===== src/rtl/ntt_pkg.sv =====
// Shared sizing constants and FSM encoding for the NTT result reader.
package ntt_pkg;

  localparam int N          = 256;
  localparam int DW         = 16;
  localparam int AW         = 8;
  localparam int FIFO_DEPTH = 4;

  typedef enum logic [1:0] {
    ST_IDLE  = 2'd0,
    ST_READ  = 2'd1,
    ST_DRAIN = 2'd2,
    ST_FIN   = 2'd3
  } state_t;

endpackage


===== src/rtl/rd_skid_fifo.sv =====
// Small synchronous FIFO that absorbs returning RAM reads so the output stream can stall.
module rd_skid_fifo #(
  parameter int W     = 33,
  parameter int DEPTH = 4,
  parameter int CW    = $clog2(DEPTH + 1)
) (
  input  logic          clk,
  input  logic          rst,
  input  logic          push,
  input  logic [W-1:0]  push_data,
  input  logic          pop,
  output logic [W-1:0]  pop_data,
  output logic          empty,
  output logic [CW-1:0] count
);

  localparam int PW = $clog2(DEPTH);

  logic [W-1:0]  mem [DEPTH];
  logic [PW-1:0] wr_ptr;
  logic [PW-1:0] rd_ptr;
  logic          do_push;
  logic          do_pop;

  assign empty   = (count == '0);
  assign do_pop  = pop && !empty;
  // A push into a full FIFO is only legal when the head leaves in the same cycle.
  assign do_push = push && ((count != CW'(DEPTH)) || do_pop);

  always_ff @(posedge clk) begin
    if (rst) begin
      wr_ptr <= '0;
      rd_ptr <= '0;
      count  <= '0;
    end else begin
      if (do_push) wr_ptr <= wr_ptr + 1'b1;
      if (do_pop)  rd_ptr <= rd_ptr + 1'b1;
      count <= count + CW'(do_push) - CW'(do_pop);
    end
  end

  always_ff @(posedge clk) begin
    if (do_push) mem[wr_ptr] <= push_data;
  end

  assign pop_data = empty ? '0 : mem[rd_ptr];

endmodule


===== src/rtl/ntt_result_reader.sv =====
// Streams NTT coefficients out of dual-port RAM as {odd, even} pairs after cal_done rises.
//
//   state    | meaning
//   ---------+-----------------------------------------------
//   ST_IDLE  | waiting for a clean 0->1 edge on cal_done
//   ST_READ  | issuing pair reads k = 0..N/2-1 under credit
//   ST_DRAIN | all reads issued, emptying the skid FIFO
//   ST_FIN   | one-cycle done pulse
module ntt_result_reader #(
  parameter int N      = ntt_pkg::N,
  parameter int DW     = ntt_pkg::DW,
  parameter int AW     = ntt_pkg::AW,
  parameter int RD_LAT = 1
) (
  input  logic            clk,
  input  logic            rst,
  input  logic            cal_done,
  output logic            rd_en,
  output logic [AW-1:0]   rd_addr_a,
  output logic [AW-1:0]   rd_addr_b,
  input  logic [DW-1:0]   rd_data_a,
  input  logic [DW-1:0]   rd_data_b,
  output logic            m_valid,
  input  logic            m_ready,
  output logic [2*DW-1:0] m_data,
  output logic            m_last,
  output logic            busy,
  output logic            done
);

  import ntt_pkg::*;

  localparam int              KW     = AW - 1;
  localparam logic [KW-1:0]   K_LAST = KW'(N / 2 - 1);
  localparam int              FW     = 2 * DW + 1;
  localparam int              CW     = $clog2(FIFO_DEPTH + 1);

  state_t            state;
  state_t            state_nxt;
  logic              cal_q;
  logic              cal_rise;
  logic [KW-1:0]     k;
  logic              k_at_last;
  logic [RD_LAT-1:0] pipe_v;
  logic [RD_LAT-1:0] pipe_last;
  logic [1:0]        inflight;
  logic [3:0]        occupancy;
  logic              credit_ok;
  logic              pop;
  logic              fifo_empty;
  logic [CW-1:0]     fifo_count;
  logic [FW-1:0]     fifo_out;

  assign cal_rise  = cal_done && !cal_q;
  assign k_at_last = (k == K_LAST);
  assign rd_addr_a = {k, 1'b0};
  assign rd_addr_b = {k, 1'b1};

  always_comb begin
    inflight = '0;
    for (int i = 0; i < RD_LAT; i++) begin
      inflight = inflight + {1'b0, pipe_v[i]};
    end
  end

  // A beat leaving this cycle frees its slot, which keeps RD_LAT=3 at full rate.
  assign occupancy = 4'(fifo_count) + 4'(inflight) - 4'(pop);
  assign credit_ok = (occupancy < 4'(FIFO_DEPTH));

  assign m_valid = !fifo_empty;
  assign m_data  = fifo_out[FW-1:1];
  assign m_last  = fifo_out[0];
  assign pop     = m_valid && m_ready;

  always_comb begin
    state_nxt = state;
    rd_en     = 1'b0;
    busy      = (state != ST_IDLE);
    done      = 1'b0;
    case (state)
      ST_IDLE: begin
        if (cal_rise) state_nxt = ST_READ;
      end
      ST_READ: begin
        rd_en = credit_ok;
        if (credit_ok && k_at_last) state_nxt = ST_DRAIN;
      end
      ST_DRAIN: begin
        if (pop && m_last) state_nxt = ST_FIN;
      end
      ST_FIN: begin
        done      = 1'b1;
        state_nxt = ST_IDLE;
      end
      default: state_nxt = ST_IDLE;
    endcase
  end

  // cal_done history resets high so a level already present at release is not an edge.
  always_ff @(posedge clk) begin
    if (rst) begin
      state     <= ST_IDLE;
      cal_q     <= 1'b1;
      k         <= '0;
      pipe_v    <= '0;
      pipe_last <= '0;
    end else begin
      state <= state_nxt;
      cal_q <= cal_done;
      if (rd_en) k <= k_at_last ? '0 : k + 1'b1;
      pipe_v[0]    <= rd_en;
      pipe_last[0] <= rd_en && k_at_last;
      for (int i = 1; i < RD_LAT; i++) begin
        pipe_v[i]    <= pipe_v[i-1];
        pipe_last[i] <= pipe_last[i-1];
      end
    end
  end

  rd_skid_fifo #(
    .W     (FW),
    .DEPTH (FIFO_DEPTH),
    .CW    (CW)
  ) u_fifo (
    .clk       (clk),
    .rst       (rst),
    .push      (pipe_v[RD_LAT-1]),
    .push_data ({rd_data_b, rd_data_a, pipe_last[RD_LAT-1]}),
    .pop       (pop),
    .pop_data  (fifo_out),
    .empty     (fifo_empty),
    .count     (fifo_count)
  );

endmodule


===== config.mk =====
export PLATFORM = sky130hd
export DESIGN_NAME = ntt_result_reader
export DESIGN_NICKNAME = d
export VERILOG_FILES = /design/src/rtl/ntt_pkg.sv /design/src/rtl/rd_skid_fifo.sv /design/src/rtl/ntt_result_reader.sv
export SDC_FILE = /design/constraint.sdc
export NUM_CORES = 1
export LEC_CHECK = 0
export ABC_AREA = 1
export CORE_UTILIZATION = 30
export CTS_BUF_LIST = sky130_fd_sc_hd__clkbuf_16
export DETAILED_ROUTE_END_ITERATION = 12
export GPL_TIMING_DRIVEN = 0
export PLACE_DENSITY_LB_ADDON = 0.2
export SLEW_MARGIN = 20
export SYNTH_ARGS = -nofsm -noshare
export SYNTH_HDL_FRONTEND = slang
export SYNTH_SLANG_ARGS = --single-unit

===== constraint.sdc =====
create_clock -name clk -period 3.6 [get_ports clk]
set_input_delay 0.72 -clock clk [delete_from_list [all_inputs] [get_ports clk]]
set_output_delay 0.72 -clock clk [all_outputs]
set_load 0.05 [all_outputs]

==> results of run 1 <==
==> synthesized netlist by cell type <==
cell	count
buf_4	9
buf_2	8
xnor2_1	2
edfxtp_1	132
fa_1	1
clkbuf_1	13
inv_1	36
conb_1	2
inv_2	5
nor3_1	1
buf_6	1
ha_1	13
nand3_2	1
dfxtp_1	21
xor2_1	2
o21ai_1	2
nor2_1	150
nand3_1	9
o21ai_0	71
and2_1	1
and3_1	1
nand3b_1	1
nor2_2	3
a21oi_1	40
nor3b_1	1
buf_1	3
o21ai_2	1
nand2_2	2
nand2_1	22
nand4_1	2
==> per-stage QoR <==
| step | setup WS (ns) | power [uW] | cell area [um2] | utilization | hold slack, ns |
|---|---|---|---|---|---|
| finish | 0.162 | 6320 | 8280 | 0.405 | 0.472 |
| global route | 0.00660 | 6630 | 8280 | 0.405 | 0.491 |
| global placement | -1.40 | 4490 | 7480 | 0.366 | 0.453 |
| detailed placement | -0.663 | 4540 | 7630 | 0.373 | 0.462 |
| CTS | 0.0217 | 6400 | 8250 | 0.404 | 0.476 |
| floorplan | 0.546 | 3670 | 6290 | - | 0.438 |
==> worst max-delay path, delay by kind of cell, from the launching register on <==
family / cells / cell delay [ns]
AO/OA/AOI/OAI: 2 / 0.45
buffers and inverters: 4 / 1.51
flip-flops: 1 / 0.34
==> cells by family (layout without fill, tap and decap cells) <==
group,count (synthesis),in the layout,synth area share
AO/OA/AOI/OAI,114,114,0.0913
AND/OR/NAND/NOR,194,194,0.123
XOR/XNOR,4,4,0.00557
other,2,2,0.00119
flip-flops,153,153,0.697
buffers and inverters,75,197,0.0529
adder cells (fa/ha/maj),14,14,0.0290
==> repair_timing <==
item | in CTS | in global routing
hold endpoints to repair | 0 | 0
setup endpoints to repair | 1 | 6
gates resized for setup | 9 | 10
pin swaps | 0 | 3
==> path summary, 6_finish.rpt <==
path	slack [ns]	endpoint	cells after the start	start
max	0.16	m_data[31]	6	register
min	0.47	register	2	u_fifo.rd_ptr[1]
max reg2reg	1.23	k[0]	15	u_fifo.count[1]
min reg2reg	0.47	register	2	u_fifo.rd_ptr[1]
==> metal layers <==
metal | wire length [um] | GRT usage | part of all wire | up-vias
met5 | 0 | 0 | 0 | -
li1 | - | - | - | 2110
met1 | 6740 | 0.177 | 0.45 | 2016
met4 | 40 | 0.0432 | 0.0026 | 0
met2 | 7670 | 0.258 | 0.51 | 106
met3 | 687 | 0.0391 | 0.045 | 2
==> where the power goes <==
group,internal [uW],switching (uW)
Sequential,2010,50.8
Combinational,727,1700
Clock,1110,722
==> registers in the layout, indices dropped and copies added, names as in the netlist, named ones only <==
signal,flops
cal_q,1
pipe_last,1
u_fifo.wr_ptr,2
u_fifo.count,3
u_fifo.mem,132
k,7
state,2
u_fifo.rd_ptr,2
pipe_v,1
==> final cells by class <==
class                   count  area [um2]
flip-flops and latches    153        4380
fillers                  1971       12100
repair buffers             90         980
inverters                  41         156
plain buffers              34         180
multi-input cells         328        1630
clock buffers              17         425
clock inverters            15         188
well taps                 270         338
==> reports/metrics.cfg, run 1 <==
[outcome]
status=completed

[sta]
relSlewSlack=0.580
fin_tns_setup_ns=0
hold_violations=0
maxSlewViolCount=0
finClkSkew_ns=0.0124
period_needed_ns=3.44
fmax_ghz=0.291
rsz0062_at_grt=false
worst_pin_slew_ns=0.631
period_share=0.955
setup_viol=0

[worst_setup_path]
critPathMaxFanout=10
worstPathRequired_ns=2.88
slowest_stage=clkdlybuf4s50_1
cp_slowest_stage_delay_ns=0.85
start_kind=register
worstPathCellList=inv_2 > buf_6 > clkbuf_1 > o21ai_0 > a21oi_1 > clkdlybuf4s50_1
endpoint_kind=output port
critPathKind=reg2out
cp.arrival_ns=2.72

[cts]
postCtsHoldBufs=0
cts.htree.levels=4
cts_tree=yes
clkSinkCount=153
clk_latency_ns=0.42
clock_path_buffers=2
cts_root_buf=clkbuf_16
cts_buffers=17
path_clk_slew_ns=0.06
cts_setup_buffers=0

[final_layout]
stdcell_count=948
final_common_cell=nor2_1
n_antenna_cell=0
final_cell_mix=nor2_1, edfxtp_1, clkdlybuf4s50_1
final_layout_size_suffix_gt1_frac=0.108
finalNetCount=715
syn_to_final_growth_pct=31.6

[synth]
post-synth-top-area-cell=edfxtp_1
ys_ff_latch=153
synth_nets=606
ys_types=30
netlist_area_mm2=0.00629
synth_top_area_share=0.630
syn_inst=556
syn_area_per_cell_um2=11.3
yosys-top-cells-area=edfxtp_1, nor2_1, dfxtp_1, o21ai_0, a21oi_1
ys_seq_area_frac=0.697
ys_warn_count=0

[drt]
antenna_left=0
drt_iter0_markers=223
wl_per_cell_um=16.0
vias=4234
drt-total-wl_mm=15.1
dr.pass1.iters=5
drt_drc_violations_left=0
via_per_inst=4.47

[placed_design]
portBuffers=85
routabilityCongestion=0.716
dp_hpwl_mm=9.69
dp_cells=916

[global_routing]
grt.total_usage=0.147
grt_pass1_wl_mm=23.5
grt_max_degree=22
overflow=0
antenna_found_initial=0
grt_pass1_vias=4321

[die]
dieArea_mm2=0.0216
die_w_um=147
initial_utilization=0.308
num_io_pins=89
core-area_mm2=0.0204
rows=52
die_h_um=147

[flow_run]
cap_violations=0

[pwr]
ir_worst_vdd_v=0.000326
power_density_mw_per_mm2=763
p_leak_uw=0.00299

[worst_hold_path]
hold_class=reg2reg

No activity file was read; power rests on OpenSTA's default activity.
==> inputs of run 2 (changes only) <==
==> constraint.sdc (replaced) <==
create_clock -name clk -period 3.6 [get_ports clk]
set_input_delay 0.72 -clock clk [delete_from_list [all_inputs] [get_ports clk]]
set_output_delay 0.72 -clock clk [all_outputs]
set_load 0.01 [all_outputs]
==> run 2 against run 1 <==
  * Final cell count grew 0.21%
  * Critical endpoint is now rd_en
  * Fmax grew 0.43%
  * Core utilization about the same
  * Sequential share of layout area about the same
  * Power is 11% lower
  * Routed wire length about the same
  * Worst setup slack better by 0.015 ns
  * Clock-buffer cell count stayed put
==> reports/metrics.cfg, run 2 (same netlist as run 1, synthesis figures left out) <==
[cts]
clkSinkCount=153  ; unchanged
clock_path_buffers=2  ; unchanged
cts.htree.levels=4  ; unchanged
path_clk_slew_ns=0.06  ; about the same
cts_tree=yes
clk_latency_ns=0.42  ; about the same
postCtsHoldBufs=0  ; unchanged
cts_root_buf=clkbuf_16
cts_buffers=17  ; unchanged

[die]
die_h_um=147  ; unchanged
dieArea_mm2=0.0216  ; unchanged
core-area_mm2=0.0204  ; unchanged
initial_utilization=0.308  ; unchanged
num_io_pins=89  ; unchanged
rows=52  ; unchanged
die_w_um=147  ; unchanged

[worst_setup_path]
r2r_slack_ns=1.08  ; -0.15 ns
reg2reg_depth=18  ; +3
start_kind=primary input
cp.arrival_ns=2.70  ; -0.02 ns
worstReg2RegStart=u_fifo.count[1]
critPathMaxFanout=10  ; unchanged
endpoint_kind=output port
worstPathRequired_ns=2.88  ; about the same
critPathKind=in2out
rr_endpoint=state[1]
crit_start=m_ready

[drt]
drt_drc_violations_left=0  ; unchanged
wl_per_cell_um=15.9  ; -0.25%
antenna_left=0  ; unchanged
dr.pass1.iters=5  ; unchanged
via_per_inst=4.47  ; about the same
drt_iter0_markers=221  ; -0.90%
drt-total-wl_mm=15.1  ; about the same
vias=4246  ; +0.28%

[placed_design]
dp_hpwl_mm=9.69  ; unchanged
portBuffers=85  ; unchanged
routabilityCongestion=0.716  ; unchanged
place_ws_ns=-0.395  ; +0.267 ns
place_area_mm2=0.00763  ; unchanged

[global_routing]
overflow=0  ; unchanged
antenna_found_initial=0  ; unchanged
grt.total_usage=0.148  ; +0.000271
grt_max_degree=22  ; unchanged
grt_pass1_wl_mm=23.5  ; +0.23%
grt_pass1_vias=4338  ; +0.39%

[final_layout]
n_antenna_cell=0  ; unchanged
largest_reg_flops=132  ; unchanged
regArea_mm2=0.00438  ; unchanged
fin_area_mm2=0.00828  ; about the same
final_cell_mix=nor2_1, edfxtp_1, clkdlybuf4s50_1
multi_input_area_mm2=0.00163  ; unchanged
top_regs=u_fifo.mem (132), k (7), u_fifo.count (3)
fillers=1972  ; +0.051%
top_register=u_fifo.mem
final_common_cell=nor2_1
finalNetCount=717  ; +0.28%
syn_to_final_growth_pct=31.5  ; about the same
final_layout_size_suffix_gt1_frac=0.109  ; +0.00115

[worst_hold_path]
min-delay-start=u_fifo.rd_ptr[1]
hold_class=reg2reg
hold_depth=2  ; unchanged

[sta]
hold_violations=0  ; unchanged
setup_viol=0  ; unchanged
rsz0062_at_grt=false
maxSlewViolCount=0  ; unchanged
setup_ws_ns=0.176  ; +0.0146 ns
whs_ns=0.473  ; +0.000584 ns
period_needed_ns=3.42  ; -0.0146 ns
relSlewSlack=0.563  ; -0.0162
worst_pin_slew_ns=0.655  ; +0.0244 ns
fmax_ghz=0.292  ; +0.43%
finClkSkew_ns=0.0120  ; -0.000427 ns
period_share=0.951  ; -0.00406

[pwr]
power_density_mw_per_mm2=681  ; -11%
p_leak_uw=0.00293  ; -2.2%
ir_worst_vdd_v=0.000325  ; -0.52%

[flow_run]
cap_violations=0  ; unchanged

[outcome]
status=completed

run 2: changes by cell type in the layout (fill, tap and decap cells not counted):
cell,change
clkdlybuf4s50_1,+5
dlymetal6s2s_1,-5
buf_4,+2
buf_6,-1
clkbuf_1,+1
run 2: per-stage QoR:
step                utilization  cells  total power (uW)  setup TNS [ns]
finish                    0.405    950              5640               0
global route              0.405    950              5950               0
CTS                       0.404    949              5700               0
detailed placement        0.373    916              3820          -0.395
global placement          0.366    911              3780         -173.42
floorplan                     -    556              2960               0
run 2: final cells by class:
| cell class | count | area share |
|---|---|---|
| Buffer | 34 | 0.0216 |
| Clock buffer | 17 | 0.0514 |
| Clock inverter | 15 | 0.0227 |
| Inverter | 41 | 0.0189 |
| Multi-Input combinational cell | 328 | 0.197 |
| Sequential cell | 153 | 0.530 |
| Tap cell | 270 | 0.0408 |
| Timing Repair Buffer | 92 | 0.118 |
run 2: routing by layer:
layer  vias up  GRT usage  wire, um
met5         -          0         0
met4         0     0.0432        44
met3         4     0.0391       661
met2        98      0.258      7700
met1      2029      0.177      6720
li1       2115          -         -
run 2: how the worst max path moves through the flow:
stage / endpoint / cells after the start
floorplan: u_fifo.mem[0][0] / 5
global placement: u_fifo.mem[3][16] / 6
detailed placement: rd_en / 12
CTS: rd_en / 12
global route: rd_en / 12
finish: rd_en / 12
run 2: report_power, final:
group	total [uW]	switching (uW)	internal, uW
clock network	1830	721	1110
logic	1750	994	752
registers	2060	50.9	2010
total	5640	1770	3870
run 2: critical path, cell delays in order:
cell	delay, ns
clkdlybuf4s50_1	0.51
inv_1	0.09
nor2_4	0.17
ha_4	0.16
inv_1	0.04
ha_1	0.26
nand3_1	0.08
nand2_1	0.08
o21ai_2	0.22
nand2_4	0.13
inv_4	0.10
clkbuf_2	0.13
run 2: what timing repair did:
action / 4_1_cts / 5_1_grt
gates resized for setup: 5 / 3
buffers inserted: 1 / 1
pin swaps: 2 / 1
hold endpoints to repair: 0 / 0
endpoints found under the setup margin: 1 / 1
==> inputs of run 3 (changes only) <==
ABC_CLOCK_PERIOD_IN_PS = 3600   (was unset)
==> results of run 3 <==
No change in the layout: final DEF, timing and power equal those of run 2.
